### src/rtl/ballot_controller.sv
// rtl/ballot_controller.sv - single-voter ballot session controller with button sync and used-ID table
//
// Ports:
//   clk              system clock, rising edge
//   reset            asynchronous active-low reset
//   voter_id         voter identity, sampled with id_strobe
//   id_strobe        one-cycle request to open a session
//   btn0, btn1       raw asynchronous candidate buttons
//   poll_close       level; blocks new sessions while high
//   id_valid         session open (ARMED or CAST)
//   vote_signal      one-cycle vote pulse
//   candidate_select chosen candidate, valid with vote_signal, else 0
//   reject           one-cycle pulse for a refused id_strobe
//   timeout          one-cycle pulse for an expired session
//   busy             state is not IDLE
module ballot_controller #(
    parameter int ID_W    = 4,
    parameter int TIMEOUT = 255
) (
    input  logic            clk,
    input  logic            reset,
    input  logic [ID_W-1:0] voter_id,
    input  logic            id_strobe,
    input  logic            btn0,
    input  logic            btn1,
    input  logic            poll_close,
    output logic            id_valid,
    output logic            vote_signal,
    output logic            candidate_select,
    output logic            reject,
    output logic            timeout,
    output logic            busy
);

    localparam int TMR_W = $clog2(TIMEOUT + 1);

    localparam logic [1:0] S_IDLE  = 2'd0;
    localparam logic [1:0] S_ARMED = 2'd1;
    localparam logic [1:0] S_CAST  = 2'd2;

    logic [1:0]         state;
    logic [ID_W-1:0]    id_q;
    logic [TMR_W-1:0]   timer;
    logic               cand_q;
    logic [2**ID_W-1:0] used;

    // Bit 0 tracks btn0, bit 1 tracks btn1.
    logic [1:0] btn_s1;
    logic [1:0] btn_s2;
    logic [1:0] btn_prev;
    logic [1:0] btn_edge;

    always_ff @(posedge clk or negedge reset) begin
        if (!reset) begin
            state    <= S_IDLE;
            id_q     <= '0;
            timer    <= '0;
            cand_q   <= 1'b0;
            used     <= '0;
            btn_s1   <= 2'b00;
            btn_s2   <= 2'b00;
            btn_prev <= 2'b00;
            btn_edge <= 2'b00;
            reject   <= 1'b0;
            timeout  <= 1'b0;
        end else begin
            btn_s1   <= {btn1, btn0};
            btn_s2   <= btn_s1;
            btn_prev <= btn_s2;
            // Edges seen outside ARMED are dropped here so they cannot
            // leak into the next session. The registered edge adds the
            // third pipeline stage ahead of the state register.
            btn_edge <= (state == S_ARMED) ? (btn_s2 & ~btn_prev) : 2'b00;

            reject  <= 1'b0;
            timeout <= 1'b0;

            case (state)
                S_IDLE: begin
                    if (id_strobe) begin
                        if (poll_close || used[voter_id]) begin
                            reject <= 1'b1;
                        end else begin
                            id_q  <= voter_id;
                            timer <= '0;
                            state <= S_ARMED;
                        end
                    end
                end
                S_ARMED: begin
                    // A valid press wins over expiry in the same cycle;
                    // a simultaneous press (2'b11) falls through to counting.
                    if (btn_edge == 2'b01) begin
                        cand_q <= 1'b0;
                        state  <= S_CAST;
                    end else if (btn_edge == 2'b10) begin
                        cand_q <= 1'b1;
                        state  <= S_CAST;
                    end else if (timer == TMR_W'(TIMEOUT - 1)) begin
                        timeout <= 1'b1;
                        state   <= S_IDLE;
                    end else if (timer != TMR_W'(TIMEOUT)) begin
                        timer <= timer + TMR_W'(1);
                    end
                end
                S_CAST: begin
                    used[id_q] <= 1'b1;
                    state      <= S_IDLE;
                end
                default: begin
                    state <= S_IDLE;
                end
            endcase
        end
    end

    assign busy             = (state != S_IDLE);
    assign id_valid         = (state == S_ARMED) || (state == S_CAST);
    assign vote_signal      = (state == S_CAST);
    assign candidate_select = vote_signal & cand_q;

endmodule
### config.mk
export PLATFORM = sky130hd
export DESIGN_NAME = ballot_controller
export DESIGN_NICKNAME = d
export VERILOG_FILES = /design/src/rtl/ballot_controller.sv
export SDC_FILE = /design/constraint.sdc
export NUM_CORES = 1
export LEC_CHECK = 0
export CELL_PAD_IN_SITES_DETAIL_PLACEMENT = 0
export CELL_PAD_IN_SITES_GLOBAL_PLACEMENT = 1
export CORE_ASPECT_RATIO = 1.2
export CORE_UTILIZATION = 45
export DETAILED_ROUTE_END_ITERATION = 10
export DONT_BUFFER_PORTS = 1
export GPL_TIMING_DRIVEN = 0
export PLACE_DENSITY_LB_ADDON = 0.3
export SETUP_SLACK_MARGIN = 0.15
export SYNTH_ARGS = -nofsm -noshare
export SYNTH_HDL_FRONTEND = slang
export SYNTH_SLANG_ARGS = --single-unit
### constraint.sdc
create_clock -name clk -period 1.83 [get_ports clk]
set_input_delay 0.183 -clock clk [delete_from_list [all_inputs] [get_ports clk]]
set_output_delay 0.183 -clock clk [all_outputs]
set_load 0.01 [all_outputs]
==> impl_metrics.ini, run 1 <==
[route]
wire_per_inst_um = 18.7
antenna_left = 0
drtIter0Drc = 175
drtPass1Iterations = 4
via_per_inst = 5.96
totalWireLength_mm = 4.74
vias = 1507
drcViolationCount = 0

[cts]
clkSlewWorstSetupHoldPaths_ns = 0.08
clockBufferDepth = 2
numCtsBuffers = 5
clk_latency_ns = 0.29
clock-root-buffer = clkbuf_8
cts_tree = built
cts_sinks = 41
ctsHtreeMaxLevel = 2

[synthesis]
yosysWarnings = 0
synthTopCellsByArea = dfrtp_1 (50%), ha_1 (4.9%), mux2_4 (3.7%), o21bai_1 (3.3%), mux4_2 (3.3%)
ys.flop_type = dfrtp_1
syn-mean-instance-area_um2 = 11.6
async_flop_share_pct = 100
synth_area_leader_cell = dfrtp_1
yosysUniqueCellTypes = 41
syn_inst = 176
synth-seq-cells = 41
synth-simple-area-share_pct = 14.5
synth-xor-area-share_pct = 0
synth_edf_count = 0
synth_top_area_share_pct = 50.5
synth_area_um2 = 2030
synth.mux.area_fraction_pct = 9.54
synth_top_family_by_area = compound AO/OA/AOI/OAI gates
synth_nets = 194
synth_fa_ha_area_share_pct = 4.92
synth_compound_gate_area_share_pct = 17.4
seq_area_frac_synth_pct = 50.5

[worst_setup_path]
end_kind = register
max_stage_delay_ns = 0.49
critPathLaunch = used[8]
worstPathMaxFanout = 4
crit_required_ns = 2.00
critical_path_depth = 5
cp_slowest_cell = mux4_2
worst-setup-path-type = reg2reg
crit_chain = mux4_2, a2bb2oi_4, a211oi_4, and2b_4, mux2_4
r2r-end = id_q[2]
worstRegToRegCells = 5
r2r_slack_ns = -0.26
endpoint = id_q[2]
critPathTopFamily = multiplexers
r2r_start = used[8]
critPathBufInv = 0
start_kind = register
cp.arrival_ns = 2.26

[floorplan]
die_h_um = 75.6
die_x_um = 63.4
rows = 26
core_um2 = 4290
start_util_pct = 47.3
io_pins = 16
die_area_um2 = 4790

[sta]
report.final.hold_viol_count = 0
slew-limit-headroom_pct = 56.5
whs_ns = 0.0372
finalSetupViolations = 14
layout_min_cycle_time_ns = 2.09
worst_pin_slew_ns = 0.649
rsz0062_at_grt = true
timing.final.ws_setup_ns = -0.262
slew_viol_final = 0
clock_skew_ns = 0.0100
max_clock_freq_ghz = 0.478
min_period_over_period_pct = 114
setup_tns_ns = -2.36

[power]
vdd_drop_max_mv = 0.870
p_per_area_nw_per_um2 = 1570
power_uw = 3880
p_leak_uw = 0.00106

[status]
violations = setup timing
status = complete, but fails checks

[grt]
grt_pass1_wl_mm = 7.36
grt_antenna_before_repair = 0
grt.overflow.total = 0
grt_pass1_vias = 1524
track_usage_pct = 20.8
grt_max_degree = 42

[final_layout]
drive_gt1_share_pct = 28.9
diodes = 0
syn2layout_area_growth_pct = 21.6
fin_util_pct = 57.6
nets = 216

[placement]
place_ws_ns = -0.291
io_buffers = 0
gp_congestion = 0.902
hpwl_mm = 3.16

[hold_path]
worstHoldPathType = in2reg

[flow_run]
cap_viol_max_count = 0
report_power, final:
part | internal, uW | total [uW] | switching (uW)
registers | 1200 | 1450 | 247
logic | 899 | 1890 | 991
clock network | 251 | 543 | 292
total | 2350 | 3880 | 1530
timing repair:
action	in CTS	in global routing
hold endpoints to repair	43	0
resized for setup	8	18
hold buffers	4	0
pin swaps	11	7
buffers inserted	7	4
endpoints found under the setup margin	19	17
cell type report:
class	instances	area, um2
Fill cell	384	1820
Multi-Input combinational cell	118	1080
Sequential cell	41	1030
Timing Repair Buffer	15	153
Tap cell	56	70.1
Clock buffer	5	68.8
Inverter	12	45.0
Buffer	5	25.0
Clock inverter	1	5.00
cell usage after synthesis (2+ instances only):
| master | n |
|---|---|
| and3b_1 | 2 |
| a31oi_1 | 7 |
| dfrtp_1 | 41 |
| o21bai_1 | 9 |
| nor2b_1 | 3 |
| inv_1 | 12 |
| o31ai_1 | 3 |
| mux2_4 | 5 |
| mux4_2 | 3 |
| nor2_1 | 4 |
| nand3b_1 | 2 |
| a31o_2 | 3 |
| or2_2 | 2 |
| nor3b_1 | 3 |
| nor3_1 | 6 |
| o21ai_0 | 2 |
| a211oi_1 | 6 |
| nand3_1 | 4 |
| mux2i_1 | 4 |
| nand2b_1 | 2 |
| nor4_1 | 6 |
| clkbuf_1 | 4 |
| nand2_1 | 17 |
| ha_1 | 8 |
| a21oi_1 | 2 |
layout by cell type (no fill, tap or decap), types with 2 or more instances in the layout:
master          n
a211oi_1        5
a21oi_2         2
a31o_2          3
a31oi_1         4
a31oi_2         2
and3b_1         2
buf_12          2
buf_4           9
buf_6           2
clkbuf_1        2
clkbuf_8        5
dfrtp_1        41
dlygate4sd3_1   3
ha_1            6
inv_1          12
mux2_4          6
mux2i_1         4
mux4_2          3
nand2_1        17
nand2b_1        2
nand3_1         4
nand3b_1        2
nor2_1          3
nor2b_1         3
nor3_1          6
nor4_1          3
nor4_2          2
o21ai_0         2
o21bai_1        9
o31ai_1         3
or2_2           2
metal layers:
layer | track usage [%] | vias up | part of all wire (%) | wire [um]
li1 | - | 680 | - | -
met1 | 21.8 | 759 | 39 | 1850
met2 | 38.1 | 54 | 53 | 2500
met3 | 5.99 | 14 | 5.4 | 255
met4 | 11.4 | 0 | 3.0 | 140
met5 | 0 | - | 0 | 0
sequential cells by signal, indices dropped and copies added, names as in the netlist:
register / flops
used: 16
timer: 8
id_q: 4
btn_edge: 2
btn_prev: 2
btn_s1: 2
btn_s2: 2
state: 2
cand_q: 1
reject: 1
timeout: 1
stage by stage:
step	instance area [um2]	std cells
floorplan	2040	176
global placement	2110	232
detailed placement	2110	232
CTS	2340	249
global route	2470	253
finish	2470	253
cells by family (layout without fill, tap and decap cells):
family                     Yosys count  after routing
AOI/OAI and AO/OA                   42             42
adders and majority gates            8              8
buffers and inverters               17             38
DFF                                 41             41
muxes                               13             13
and+or+nand+nor                     55             55
worst min-delay path by stage:
stage | to | cells past startpoint | from | slack, ns
detailed placement | timer[5] | 0 | reset | -0.11
finish | id_q[3] | 1 | voter_id[3] | 0.04
global placement | timer[5] | 0 | reset | -0.11
floorplan | btn_edge[0] | 0 | reset | -0.11
CTS | id_q[3] | 1 | voter_id[3] | 0.02
global route | id_q[3] | 1 | voter_id[3] | 0.03
Power figures use the tool's default switching activity.
==> run 2: changes to the inputs <==
==> constraint.sdc (replaced) <==
create_clock -name clk -period 1.7 [get_ports clk]
set_input_delay 0.17 -clock clk [delete_from_list [all_inputs] [get_ports clk]]
set_output_delay 0.17 -clock clk [all_outputs]
set_load 0.01 [all_outputs]
==> run 2 against run 1 <==
Compared with the run above: the run still ends with setup timing left; setup slack got worse by 0.13 ns; final cell count rose by 0.40%; die area did not move; fmax barely moved; non-clock buffer count rose by 1; largest power group unchanged.
==> impl_metrics.ini, run 2 (synthesis results as in run 1) <==
[power]
vdd_drop_max_mv = 0.896
power_uw = 4260
p_leak_uw = 0.00107
p_per_area_nw_per_um2 = 1700

[final_layout]
nets = 217
instances_no_fill = 254
top_regs = used (16), timer (8), id_q (4)
fin_util_pct = 58.4
fin_area_um2 = 2510
syn2layout_area_growth_pct = 23.3
final_common_cell = dfrtp_1
drive_gt1_share_pct = 30.8
regMostFlops = used
largest_reg_flops = 16
diodes = 0
final_cell_mix = dfrtp_1 (41), nand2_1 (17), inv_1 (10), buf_4 (10), o21bai_1 (9)

[placement]
hpwl_mm = 3.16
io_buffers = 0
dp.cells = 232
gp_congestion = 0.902
dpl_cell_area_um2 = 2110

[route]
drtPass1Iterations = 4
drcViolationCount = 0
via_per_inst = 5.85
vias = 1486
antenna_left = 0
wire_per_inst_um = 18.8
totalWireLength_mm = 4.78
drtIter0Drc = 212

[cts]
clockBufferDepth = 2
clk_latency_ns = 0.29
clkSlewWorstSetupHoldPaths_ns = 0.08
ctsHtreeMaxLevel = 2
cts_sinks = 41
numCtsBuffers = 5
clock-root-buffer = clkbuf_8
cts_tree = built

[sta]
slew_viol_final = 0
max_clock_freq_ghz = 0.478
rsz0062_at_grt = true
clock_skew_ns = 0.00863
slew-limit-headroom_pct = 56.6
timing.final.ws_setup_ns = -0.393
finalSetupViolations = 15
setup_tns_ns = -4.32
worst_pin_slew_ns = 0.648
min_period_over_period_pct = 123
report.final.hold_viol_count = 0
layout_min_cycle_time_ns = 2.09

[worst_setup_path]
end_kind = register
worst-setup-path-type = reg2reg
critPathTopFamily = multiplexers
worstPathMaxFanout = 4
max_stage_delay_ns = 0.49
critPathBufInv = 0
critPathLaunch = used[8]
cp.arrival_ns = 2.26
crit_chain = mux4_2, a2bb2oi_4, a211oi_4, and2b_4, mux2_4
start_kind = register
r2r_start = used[8]
r2r_slack_ns = -0.39
crit_required_ns = 1.87
cp_slowest_cell = mux4_2

[floorplan]
core_um2 = 4290
die_h_um = 75.6
start_util_pct = 47.3
io_pins = 16
die_x_um = 63.4
rows = 26
die_area_um2 = 4790

[grt]
track_usage_pct = 20.8
grt_pass1_vias = 1523
grt_max_degree = 42
grt.overflow.total = 0
grt_pass1_wl_mm = 7.36
grt_antenna_before_repair = 0

[flow_run]
cap_viol_max_count = 0

[hold_path]
min_from = voter_id[3]
worstHoldPathType = in2reg

[status]
status = complete, but fails checks
violations = setup timing
==> run 2: report_power, final <==
part           internal, uW  total (uW)  switching, uW  leakage (uW)
sequential             1300        1570            279      0.000527
combinational          1010        2110           1090      0.000499
clock                   270         580            310     0.0000399
total                  2580        4260           1680       0.00107
==> run 2: worst reg2reg max path, stage by stage, from the launching register on <==
cell,delay (ns)
dfrtp_1,0.39
mux4_2,0.49
a2bb2oi_4,0.19
a211oi_4,0.35
and2b_4,0.26
mux2_4,0.30
==> run 2: path summary, 6_finish.rpt <==
check,endpoint,cells past startpoint
worst max-delay path,id_q[2],5
worst min-delay path,id_q[3],1
worst max register to register,id_q[2],5
worst min register to register,btn_s2[0],0
max in group asynchronous,id_q[1],2
min in group asynchronous,timer[3],2
==> run 2: timing repair <==
action                                 CTS  global route
hold buffers                             4             0
buffers inserted                         7             5
endpoints found under the hold margin   43             0
setup endpoints to repair               21            18
gates resized for setup                 10            24
pin swaps                               10             6
==> run 2: area by class of cell <==
class                   count  area [um2]
inverters                  12        45.0
multi-input cells         118        1100
fillers                   370        1790
well taps                  56        70.1
flip-flops and latches     41        1030
repair buffers             16         160
plain buffers               5        30.0
clock buffers               5        68.8
clock inverters             1        5.00
==> run 2: routing by layer <==
metal / wire length, um / track usage (%) / vias to the layer above
met5: 0 / 0 / -
met4: 100 / 11.4 / 0
met3: 296 / 5.99 / 9
met2: 2540 / 38.1 / 55
met1: 1840 / 21.9 / 738
li1: - / - / 684
==> run 2: metrics by stage <==
stage,hold slack (ns),setup WS [ns]
after CTS,0.0118,-0.420
after global routing,0.0170,-0.437
after global placement,-0.124,-0.357
after floorplan,-0.126,-0.277
final,0.0238,-0.393
after detailed placement,-0.124,-0.421
